### config.mk
export PLATFORM = sky130hd
export DESIGN_NAME = da2dac
export DESIGN_NICKNAME = d
export VERILOG_FILES = /design/src/rtl/da2_pkg.sv /design/src/rtl/da2sck.sv /design/src/rtl/da2dac.sv
export SDC_FILE = /design/constraint.sdc
export NUM_CORES = 1
export LEC_CHECK = 0
export CAP_MARGIN = 10
export CORE_UTILIZATION = 40
export CTS_BUF_LIST = sky130_fd_sc_hd__clkbuf_8
export CTS_CLUSTER_DIAMETER = 80
export DETAILED_ROUTE_END_ITERATION = 10
export MAX_ROUTING_LAYER = met4
export SETUP_SLACK_MARGIN = 0.1
export SYNTH_ARGS = -nofsm -noshare
export SYNTH_HDL_FRONTEND = slang
export SYNTH_HIERARCHICAL = 1
export SYNTH_SLANG_ARGS = --single-unit
### constraint.sdc
create_clock -name dacclk_i -period 2.35 [get_ports dacclk_i]
set_clock_uncertainty 0.15 [all_clocks]
set_input_delay 0.47 -clock dacclk_i [delete_from_list [all_inputs] [get_ports dacclk_i]]
set_output_delay 0.47 -clock dacclk_i [all_outputs]
set_load 0.02 [all_outputs]
### src/rtl/da2_pkg.sv
// Shared types and constants for the Pmod DA2 (dual DAC121S101) transmitter.
package da2_pkg;

  typedef enum logic [1:0] {
    ST_IDLE  = 2'd0,
    ST_SHIFT = 2'd1,
    ST_GAP   = 2'd2,
    ST_DONE  = 2'd3
  } da2_state_e;

  localparam int FRAME_BITS = 16;
  localparam int DATA_BITS  = 12;

  localparam logic [1:0] PD_NORMAL = 2'b00;
  localparam logic [1:0] PD_1K     = 2'b01;
  localparam logic [1:0] PD_100K   = 2'b10;
  localparam logic [1:0] PD_HIZ    = 2'b11;

  // DAC121S101 input word: two don't-care zeros, power-down mode, then the code.
  function automatic logic [FRAME_BITS-1:0] da2_frame(input logic [1:0]           pd,
                                                      input logic [DATA_BITS-1:0] code);
    return {2'b00, pd, code};
  endfunction

endpackage

### src/rtl/da2sck.sv
// SCLK divider: toggles dacsck every SCKDIV cycles while run is high and
// flags the cycle before each falling and rising transition.
module da2sck #(
  parameter int SCKDIV = 2
) (
  input  logic dacclk_i,
  input  logic dacreset_i,
  input  logic run_i,
  output logic dacsck_o,
  output logic fall_tick_o,
  output logic rise_tick_o
);

  localparam int CW = $clog2(SCKDIV + 1);

  logic [CW-1:0] cnt_q, cnt_d;
  logic          sck_q, sck_d;
  logic          term_s;

  assign term_s      = run_i && (cnt_q == CW'(SCKDIV - 1));
  assign fall_tick_o = term_s && sck_q;
  assign rise_tick_o = term_s && !sck_q;
  assign dacsck_o    = sck_q;

  // Half-period counter; SCLK is parked high whenever the frame is not running.
  always_comb begin
    cnt_d = cnt_q;
    sck_d = sck_q;
    if (!run_i) begin
      cnt_d = {CW{1'b0}};
      sck_d = 1'b1;
    end else if (term_s) begin
      cnt_d = {CW{1'b0}};
      sck_d = !sck_q;
    end else begin
      cnt_d = cnt_q + CW'(1);
      sck_d = sck_q;
    end
  end

  always_ff @(posedge dacclk_i) begin
    if (dacreset_i) begin
      cnt_q <= {CW{1'b0}};
      sck_q <= 1'b1;
    end else begin
      cnt_q <= cnt_d;
      sck_q <= sck_d;
    end
  end

endmodule

### src/rtl/da2dac.sv
// Pmod DA2 serial transmitter: one 16-bit frame per DAC per request, MSB first,
// closed by a four-phase dacdav/davdac handshake.
module da2dac
  import da2_pkg::*;
#(
  parameter int         SCKDIV = 2,
  parameter logic [1:0] PDMODE = PD_NORMAL,
  parameter int         SYNCHI = 2
) (
  input  logic                 dacclk_i,
  input  logic                 dacreset_i,
  input  logic                 dacdav_i,
  input  logic [DATA_BITS-1:0] dac0data_i,
  input  logic [DATA_BITS-1:0] dac1data_i,
  output logic                 davdac_o,
  output logic                 busy_o,
  output logic                 dacsync_o,
  output logic                 dacsck_o,
  output logic                 dac0d_o,
  output logic                 dac1d_o
);

  localparam int GW = $clog2(SYNCHI + 1);

  da2_state_e            state_q, state_d;
  logic [FRAME_BITS-1:0] sh0_q, sh0_d, sh1_q, sh1_d;
  logic [3:0]            bit_q, bit_d;
  logic [GW-1:0]         gap_q, gap_d;
  logic                  sync_q, sync_d;
  logic                  dav_q, dav_d;
  logic                  busy_q, busy_d;
  logic                  run_s, fall_tick_s, rise_tick_s;

  assign run_s = (state_q == ST_SHIFT);

  da2sck #(.SCKDIV(SCKDIV)) u_sck (
    .dacclk_i   (dacclk_i),
    .dacreset_i (dacreset_i),
    .run_i      (run_s),
    .dacsck_o   (dacsck_o),
    .fall_tick_o(fall_tick_s),
    .rise_tick_o(rise_tick_s)
  );

  // The shift-register MSBs are the data pins; clearing them at frame end
  // returns both lines to 0. bit_q counts falling edges and wraps after 16.
  always_comb begin
    state_d = state_q;
    sh0_d   = sh0_q;
    sh1_d   = sh1_q;
    bit_d   = bit_q;
    gap_d   = gap_q;
    sync_d  = sync_q;
    dav_d   = dav_q;
    busy_d  = busy_q;
    case (state_q)
      ST_IDLE: begin
        if (dacdav_i) begin
          sh0_d   = da2_frame(PDMODE, dac0data_i);
          sh1_d   = da2_frame(PDMODE, dac1data_i);
          bit_d   = 4'd0;
          sync_d  = 1'b0;
          busy_d  = 1'b1;
          state_d = ST_SHIFT;
        end else begin
          sync_d  = 1'b1;
        end
      end
      ST_SHIFT: begin
        if (fall_tick_s) begin
          bit_d = bit_q + 4'd1;
        end else if (rise_tick_s) begin
          if (bit_q == 4'd0) begin
            sh0_d   = {FRAME_BITS{1'b0}};
            sh1_d   = {FRAME_BITS{1'b0}};
            sync_d  = 1'b1;
            gap_d   = {GW{1'b0}};
            state_d = ST_GAP;
          end else begin
            sh0_d   = {sh0_q[FRAME_BITS-2:0], 1'b0};
            sh1_d   = {sh1_q[FRAME_BITS-2:0], 1'b0};
          end
        end else begin
          bit_d = bit_q;
        end
      end
      ST_GAP: begin
        if (gap_q == GW'(SYNCHI - 1)) begin
          gap_d   = {GW{1'b0}};
          dav_d   = 1'b1;
          state_d = ST_DONE;
        end else begin
          gap_d   = gap_q + GW'(1);
        end
      end
      ST_DONE: begin
        if (!dacdav_i) begin
          dav_d   = 1'b0;
          busy_d  = 1'b0;
          state_d = ST_IDLE;
        end else begin
          dav_d   = 1'b1;
        end
      end
      default: begin
        sh0_d   = {FRAME_BITS{1'b0}};
        sh1_d   = {FRAME_BITS{1'b0}};
        sync_d  = 1'b1;
        dav_d   = 1'b0;
        busy_d  = 1'b0;
        state_d = ST_IDLE;
      end
    endcase
  end

  always_ff @(posedge dacclk_i) begin
    if (dacreset_i) begin
      state_q <= ST_IDLE;
      sh0_q   <= {FRAME_BITS{1'b0}};
      sh1_q   <= {FRAME_BITS{1'b0}};
      bit_q   <= 4'd0;
      gap_q   <= {GW{1'b0}};
      sync_q  <= 1'b1;
      dav_q   <= 1'b0;
      busy_q  <= 1'b0;
    end else begin
      state_q <= state_d;
      sh0_q   <= sh0_d;
      sh1_q   <= sh1_d;
      bit_q   <= bit_d;
      gap_q   <= gap_d;
      sync_q  <= sync_d;
      dav_q   <= dav_d;
      busy_q  <= busy_d;
    end
  end

  assign davdac_o  = dav_q;
  assign busy_o    = busy_q;
  assign dacsync_o = sync_q;
  assign dac0d_o   = sh0_q[FRAME_BITS-1];
  assign dac1d_o   = sh1_q[FRAME_BITS-1];

endmodule

Word level (Yosys, flattened, before mapping)
Cells that the tools add are included.
- bits of input ports: 27
- flip-flop bits (word level): 46
- add/subtract/negate cells: 3
- reduce and logical (&&, ||, !) cells: 19
- mux-type cells: 36
- bitwise logic cells: 1
- eq/ne operators: 12
- operator list (operator ; count):
    16-bit two-way mux ; 8
    16-bit one-hot mux with 2 select lines ; 2
    2-bit two-way mux ; 10
    2-bit != test, second input constant ; 7
    4-bit AND reduction ; 3
    1-bit two-way mux ; 8
    4-bit two-way mux ; 2
    2-bit one-hot mux with 4 select lines ; 1
    4-bit one-hot mux with 2 select lines ; 1
    2-bit nonzero test ; 4
    2-bit by 1-bit equality test with 1-bit output, second input constant ; 3
    1-bit one-hot mux with 2 select lines ; 3
    3-bit AND reduction ; 2
    6-bit AND reduction ; 1
    2-bit by 1-bit adder with 2-bit output, second input constant ; 2
    4-bit by 1-bit adder with 4-bit output, second input constant ; 1
    2-bit equality test, second input constant ; 2
    4-bit logical NOT ; 1
    2-bit one-hot mux with 2 select lines ; 1
    1-bit logical AND ; 3
    3-bit OR reduction ; 1
    2-bit logical NOT ; 1
    2-bit AND reduction ; 1
    2-bit OR reduction ; 1
    2 further kinds ; 2

Longest topological paths before layout
- depth in word-level cells: 6
- depth in mapped cells: 9
- gate-level depth less buffers: 8

Hierarchy
The synthesis kept the hierarchy.
- by module, submodules not included (module ; instances ; cells an instance ; area an instance (um^2)):
    da2dac ; 1 ; 220 ; 1966.9
    da2sck ; 1 ; 13 ; 122.6

Least setup slack after synthesis
No wires, ideal clock.
- kind: register -> register
- from: register state_q[1]
- to: register sh1_q[3]
- arrival time: 1.714 ns
- data required time: 2.068 ns
- cell stages (with the launch flop): 9
- path buffers: 1
- clock period less this slack: 1.996 ns
- path slack: 0.354 ns
- cell sequence: dfxtp_1 inv_1 ha_1 and3_2 nand2b_1 a21o_4 buf_6 a221oi_1 nor3_1
- word-level cells in the longest chain between the ends: 5
- elaborated cells between the ends (all ways): 11
- those cells by class: eq/ne (4); mux (1); reduce/logical (6)
- RTL lines (element ; line ; text):
    start: declaration ; da2dac.sv:25 ; da2_state_e state_q, state_d;
    start signal: assignment ; da2dac.sv:127 ; state_q <= state_d;
    2-bit by 1-bit equality test with 1-bit output ; da2dac.sv:34 ; assign run_s = (state_q == ST_SHIFT);
    net run_s ; da2dac.sv:32 ; logic run_s, fall_tick_s, rise_tick_s;
    1-bit logical AND ; da2sck.sv:20 ; assign term_s = run_i && (cnt_q == CW'(SCKDIV - 1));
    1-bit logical AND ; da2sck.sv:21 ; assign fall_tick_o = term_s && sck_q;
    net fall_tick_s ; da2dac.sv:32 ;
    2-bit != test (no line) ; - ;
    4-bit AND reduction (no line) ; - ;
    end signal: assignment ; da2dac.sv:120 ; sh1_q <= {FRAME_BITS{1'b0}};
    end: declaration ; da2dac.sv:26 ; logic [FRAME_BITS-1:0] sh0_q, sh0_d, sh1_q, sh1_d;
The timed path passes the listed nets, and every way through them passes these cells.
A chain may end at the register's enable or synchronous reset.

Worst setup path after layout
- from: register state_q[1]
- to: register gap_q[0]
- word-level cells in the longest chain between the ends: 5
- elaborated cells between the ends (all ways): 11
- those cells by class: eq/ne (5); mux (1); reduce/logical (5)
- RTL lines (element ; line ; text):
    2-bit by 1-bit equality test with 1-bit output ; da2dac.sv:34 ;
    net run_s ; da2dac.sv:32 ;
    1-bit logical AND ; da2sck.sv:20 ;
    1-bit logical AND ; da2sck.sv:21 ;
    net fall_tick_s ; da2dac.sv:32 ;
    2-bit != test (no line) ; - ;
    4-bit AND reduction (no line) ; - ;
    end signal: assignment ; da2dac.sv:122 ; gap_q <= {GW{1'b0}};
    end signal: assignment ; da2dac.sv:131 ; gap_q <= gap_d;
    end: declaration ; da2dac.sv:28 ; logic [GW-1:0] gap_q, gap_d;
The timed path passes the listed nets, and every way through them passes these cells.

==> flow_summary.html <==
<table>
<tr><th>Metric</th><th>Value</th></tr>
<tr><th colspan="2">CTS</th></tr>
<tr><td>CTS Root Cell</td><td>sky130_fd_sc_hd__clkbuf_8</td></tr>
<tr><td>Depth of the CTS H-tree</td><td>2</td></tr>
<tr><td>Clock tree from TritonCTS</td><td>built</td></tr>
<tr><td>Bufs on Longest Clock Path</td><td>2</td></tr>
<tr><td>Number of clock sinks</td><td>46</td></tr>
<tr><td>TritonCTS buffer count</td><td>5</td></tr>
<tr><td>Insertion delay of the later-clocked pin in the worst-skew pair</td><td>0.29 ns</td></tr>
<tr><td>Clk slew on worst S/H paths</td><td>0.08 ns</td></tr>
<tr><td>CTS hold repair buffers</td><td>0</td></tr>
<tr><th colspan="2">Routing</th></tr>
<tr><td>DR vias/cell</td><td>5.31</td></tr>
<tr><td>Remaining antenna violation count</td><td>0</td></tr>
<tr><td>Total via count after detailed routing</td><td>1768</td></tr>
<tr><td>Wire length reported by the detailed router</td><td>4.48 mm</td></tr>
<tr><td>Remaining DRCs</td><td>0</td></tr>
<tr><td>Detailed Route Iter0 Violations</td><td>128</td></tr>
<tr><td>Total iterations of the first detailed-routing run</td><td>4</td></tr>
<tr><td>Average wire length per cell after detail routing</td><td>13.5 um</td></tr>
<tr><th colspan="2">Power</th></tr>
<tr><td>Part of the total power dissipated in the clock network</td><td>16.2%</td></tr>
<tr><td>Share of power burned in registers</td><td>38.8%</td></tr>
<tr><td>Combinational share of power</td><td>44.9%</td></tr>
<tr><td>Cell Pwr Density</td><td>1140 mW/mm^2</td></tr>
<tr><td>Static Leakage</td><td>0.951 nW</td></tr>
<tr><td>Sw frac</td><td>39.5%</td></tr>
<tr><td>PnR Total Power</td><td>2.98 mW</td></tr>
<tr><td>Net switching power figure</td><td>1.18 mW</td></tr>
<tr><td>Peak VDD IR</td><td>0.604 mV</td></tr>
<tr><td>Design internal power</td><td>1.80 mW</td></tr>
<tr><th colspan="2">Critical path</th></tr>
<tr><td>First element of the critical path</td><td>state_q[1]</td></tr>
<tr><td>Crit Reg-Reg Startpoint</td><td>state_q[1]</td></tr>
<tr><td>Worst setup SP type</td><td>flip-flop</td></tr>
<tr><td>Setup slack of the worst register-to-register path</td><td>0.22 ns</td></tr>
<tr><td>Reg2Reg Depth</td><td>8</td></tr>
<tr><td>Arr. time, crit path</td><td>2.20 ns</td></tr>
<tr><td>Largest driver fanout on the critical path</td><td>5</td></tr>
<tr><td>Endpoint of the most critical setup path</td><td>gap_q[0]</td></tr>
<tr><td>Endpoint of the worst-slack reg-to-reg timing path</td><td>gap_q[0]</td></tr>
<tr><td>Kind of end point of the critical path</td><td>flip-flop</td></tr>
<tr><td>CP required</td><td>2.42 ns</td></tr>
<tr><td>Worst Setup Path Type</td><td>flip-flop to flip-flop</td></tr>
<tr><th colspan="2">Floorplanning</th></tr>
<tr><td>Initial Util</td><td>42.8%</td></tr>
<tr><td>Count of standard-cell rows</td><td>25</td></tr>
<tr><td>Core region area</td><td>0.00488 sq mm</td></tr>
<tr><td>Overall die area</td><td>0.00552 sq mm</td></tr>
<tr><td>Io pins</td><td>33</td></tr>
<tr><td>Die X-Extent</td><td>74.3 um</td></tr>
<tr><td>Y dimension of the die</td><td>74.3 um</td></tr>
<tr><th colspan="2">Placed design</th></tr>
<tr><td>Final estimated routing congestion in global placement</td><td>0.766</td></tr>
<tr><td>Number of port buffers</td><td>32</td></tr>
<tr><td>DP Wirelength</td><td>2.84 mm</td></tr>
<tr><th colspan="2">STA</th></tr>
<tr><td>Worst hold slack</td><td>0.286 ns</td></tr>
<tr><td>RSZ-0062 raised after global routing</td><td>true</td></tr>
<tr><td>Count of final max-slew check failures</td><td>0</td></tr>
<tr><td>Worst relative slew slack</td><td>70.7%</td></tr>
<tr><td>Least-Margin Pin Slew</td><td>0.430 ns</td></tr>
<tr><td>Final-report hold violation count</td><td>0</td></tr>
<tr><td>Total negative slack for setup checks</td><td>0 ns</td></tr>
<tr><td>Highest clock frequency the design can meet</td><td>0.469 GHz</td></tr>
<tr><td>Time the worst path needs with I/O delays and setup</td><td>2.13 ns</td></tr>
<tr><td>Post-route clock period utilization</td><td>90.7%</td></tr>
<tr><td>Finish-stage setup viols</td><td>0</td></tr>
<tr><th colspan="2">Synthesis</th></tr>
<tr><td>Synth Register Bits</td><td>46</td></tr>
<tr><td>Syn Inst Count</td><td>233</td></tr>
<tr><td>Cell with the most instances after synthesis</td><td>sky130_fd_sc_hd__dfxtp_1</td></tr>
<tr><td>Fraction of post-synthesis cell area in the top cell type by area</td><td>44.1%</td></tr>
<tr><td>Seq/Total Area, Yosys</td><td>44.1%</td></tr>
<tr><td>Post-synth EDFFs</td><td>0</td></tr>
<tr><td>Synth top cells by count</td><td>sky130_fd_sc_hd__dfxtp_1 (46), sky130_fd_sc_hd__nor3_1 (28), sky130_fd_sc_hd__nor2_1 (27)</td></tr>
<tr><td>Warnings, synthesis</td><td>6</td></tr>
<tr><td>Avg Inst Size Synth</td><td>8.97 sq um</td></tr>
<tr><td>Dominant register cell in the synthesized netlist</td><td>sky130_fd_sc_hd__dfxtp_1</td></tr>
<tr><td>Post-synthesis async set-or-reset flop share</td><td>0%</td></tr>
<tr><td>Number of nets in the synthesized netlist</td><td>268</td></tr>
<tr><td>Synth top area cells</td><td>sky130_fd_sc_hd__dfxtp_1 (44%), sky130_fd_sc_hd__a221oi_1 (7.5%), sky130_fd_sc_hd__nor3_1 (6.7%), sky130_fd_sc_hd__nor2_1 (4.9%), sky130_fd_sc_hd__ha_1 (4.8%)</td></tr>
<tr><td>Post-synthesis cell area</td><td>0.00209 sq mm</td></tr>
<tr><td>Unique cell type count in the Yosys netlist</td><td>37</td></tr>
<tr><td>Cell type contributing the most total cell area after synthesis</td><td>sky130_fd_sc_hd__dfxtp_1</td></tr>
<tr><th colspan="2">GRT</th></tr>
<tr><td>Global Route met2 Usage</td><td>28.9%</td></tr>
<tr><td>Vias in the first global route</td><td>1687</td></tr>
<tr><td>Largest net degree at the start of global routing</td><td>45</td></tr>
<tr><td>Total routing resource utilization after global routing</td><td>18.6%</td></tr>
<tr><td>Antenna violations before repair</td><td>0</td></tr>
<tr><td>GRT Residual Overflow</td><td>0</td></tr>
<tr><td>Global-route met3 utilization</td><td>3.66%</td></tr>
<tr><td>Wire length of the first global-routing pass</td><td>7.78 mm</td></tr>
<tr><td>Global routing's busiest layer</td><td>met2</td></tr>
<tr><td>GR Util met1</td><td>25.0%</td></tr>
<tr><th colspan="2">Layout</th></tr>
<tr><td>Layout fillers</td><td>491</td></tr>
<tr><td>Share of layout cells above drive strength 1</td><td>13.5%</td></tr>
<tr><td>Layout area overhead</td><td>24.8%</td></tr>
<tr><td>Antenna diodes</td><td>0</td></tr>
<tr><td>Register area</td><td>922 sq um</td></tr>
<tr><td>Total area of multi-input combinational cells</td><td>0.00105 sq mm</td></tr>
<tr><td>Post-layout nets</td><td>300</td></tr>
<tr><th colspan="2">Worst hold path</th></tr>
<tr><td>Kind of path behind the tightest hold check</td><td>flip-flop to flip-flop</td></tr>
<tr><th colspan="2">Outcome</th></tr>
<tr><td>Result of the run</td><td>finished, final reports clean</td></tr>
<tr><th colspan="2">Run</th></tr>
<tr><td>Max capacitance violation total</td><td>0</td></tr>
</table>
## critical path, cell delays in order (launching register included)
cell                       delay, ns
sky130_fd_sc_hd__dfxtp_2        0.34
sky130_fd_sc_hd__inv_1          0.08
sky130_fd_sc_hd__ha_1           0.21
sky130_fd_sc_hd__and3_2         0.23
sky130_fd_sc_hd__nand2b_2       0.22
sky130_fd_sc_hd__o41ai_4        0.38
sky130_fd_sc_hd__buf_4          0.21
sky130_fd_sc_hd__a21oi_1        0.07
sky130_fd_sc_hd__nor3_1         0.17
## worst min path at each step
stage / from / slack [ns] / cells after the start / to
finish: u_sck/cnt_q[0] / 0.29 / 1 / u_sck/cnt_q[0]
global route: sh0_q[15] / 0.32 / 2 / sh0_q[15]
CTS: u_sck/cnt_q[0] / 0.29 / 1 / u_sck/cnt_q[0]
detailed placement: u_sck/cnt_q[0] / 0.28 / 1 / u_sck/cnt_q[0]
global placement: u_sck/cnt_q[0] / 0.28 / 1 / u_sck/cnt_q[0]
floorplan: u_sck/cnt_q[0] / 0.26 / 1 / u_sck/cnt_q[0]
## power by group through the flow
| stage | combinational (mW) | sequential (mW) | clock (mW) |
|---|---|---|---|
| finish | 1.34 | 1.16 | 0.484 |
| floorplan | 1.00 | 1.16 | 0 |
| detailed placement | 1.31 | 1.17 | 0 |
| global placement | 1.29 | 1.17 | 0 |
| global route | 1.50 | 1.19 | 0.526 |
| CTS | 1.31 | 1.16 | 0.496 |
## placed cells by master, fill, tap and decap left out, drive strengths merged, types with 2 or more instances in the layout
cell type	count
a21o	2
a21oi	20
a221oi	23
a311oi	2
and3	2
buf	10
clkbuf	5
clkdlybuf4s50	32
clkinv	2
dfxtp	46
ha	8
inv	8
nand2	14
nand2b	4
nand3	12
nor2	27
nor3	28
o21ai	3
or2	2
xnor2	3
## per-layer routing
layer  vias to the layer above  wire [um]
met5                         -          0
met4                         0         20
met3                         2        175
met2                        44       2050
met1                       817       2240
li1                        905          -
## stage by stage
step,instances,instance area (sq um),util [%],setup WS [ns]
6_report,333,2610,53.4,0.218
5_1_grt,333,2610,53.4,0.0985
4_1_cts,330,2580,52.9,0.147
3_5_place_dp,322,2490,51.1,0.163
3_3_place_gp,322,2490,51.1,0.191
2_1_floorplan,233,2090,-,0.354
## registers in the layout, summed over array words and instances (netlist names), 2 cells and up
name and cells:
gap_q 2, bit_q 4, sh1_q 16, u_sck/cnt_q 2, state_q 2, sh0_q 16
## kinds of logic (layout without fill, tap and decap cells)
family	Yosys count	after routing	share of synthesized area, %
simple gates	94	94	21.2
compound gates	56	56	22.0
flops	46	46	44.1
buf+inv	25	58	6.05
fa+ha+maj	8	8	4.79
xor+xnor	3	3	1.26
mux	1	1	0.659
## timing repair
action                                 4_1_cts  5_1_grt
setup endpoints to repair                    0        5
endpoints found under the hold margin        0        0
buffers inserted                             0        3
resized for setup                            0        2
## cell type report
class | instances | share of cell area, %
repair buffers | 42 | 16.6
inverters | 8 | 1.15
well taps | 67 | 3.21
clock inverters | 3 | 0.816
clock buffers | 5 | 2.64
flip-flops and latches | 46 | 35.4
multi-input cells | 162 | 40.2
No activity file was read; power rests on OpenSTA's default activity.
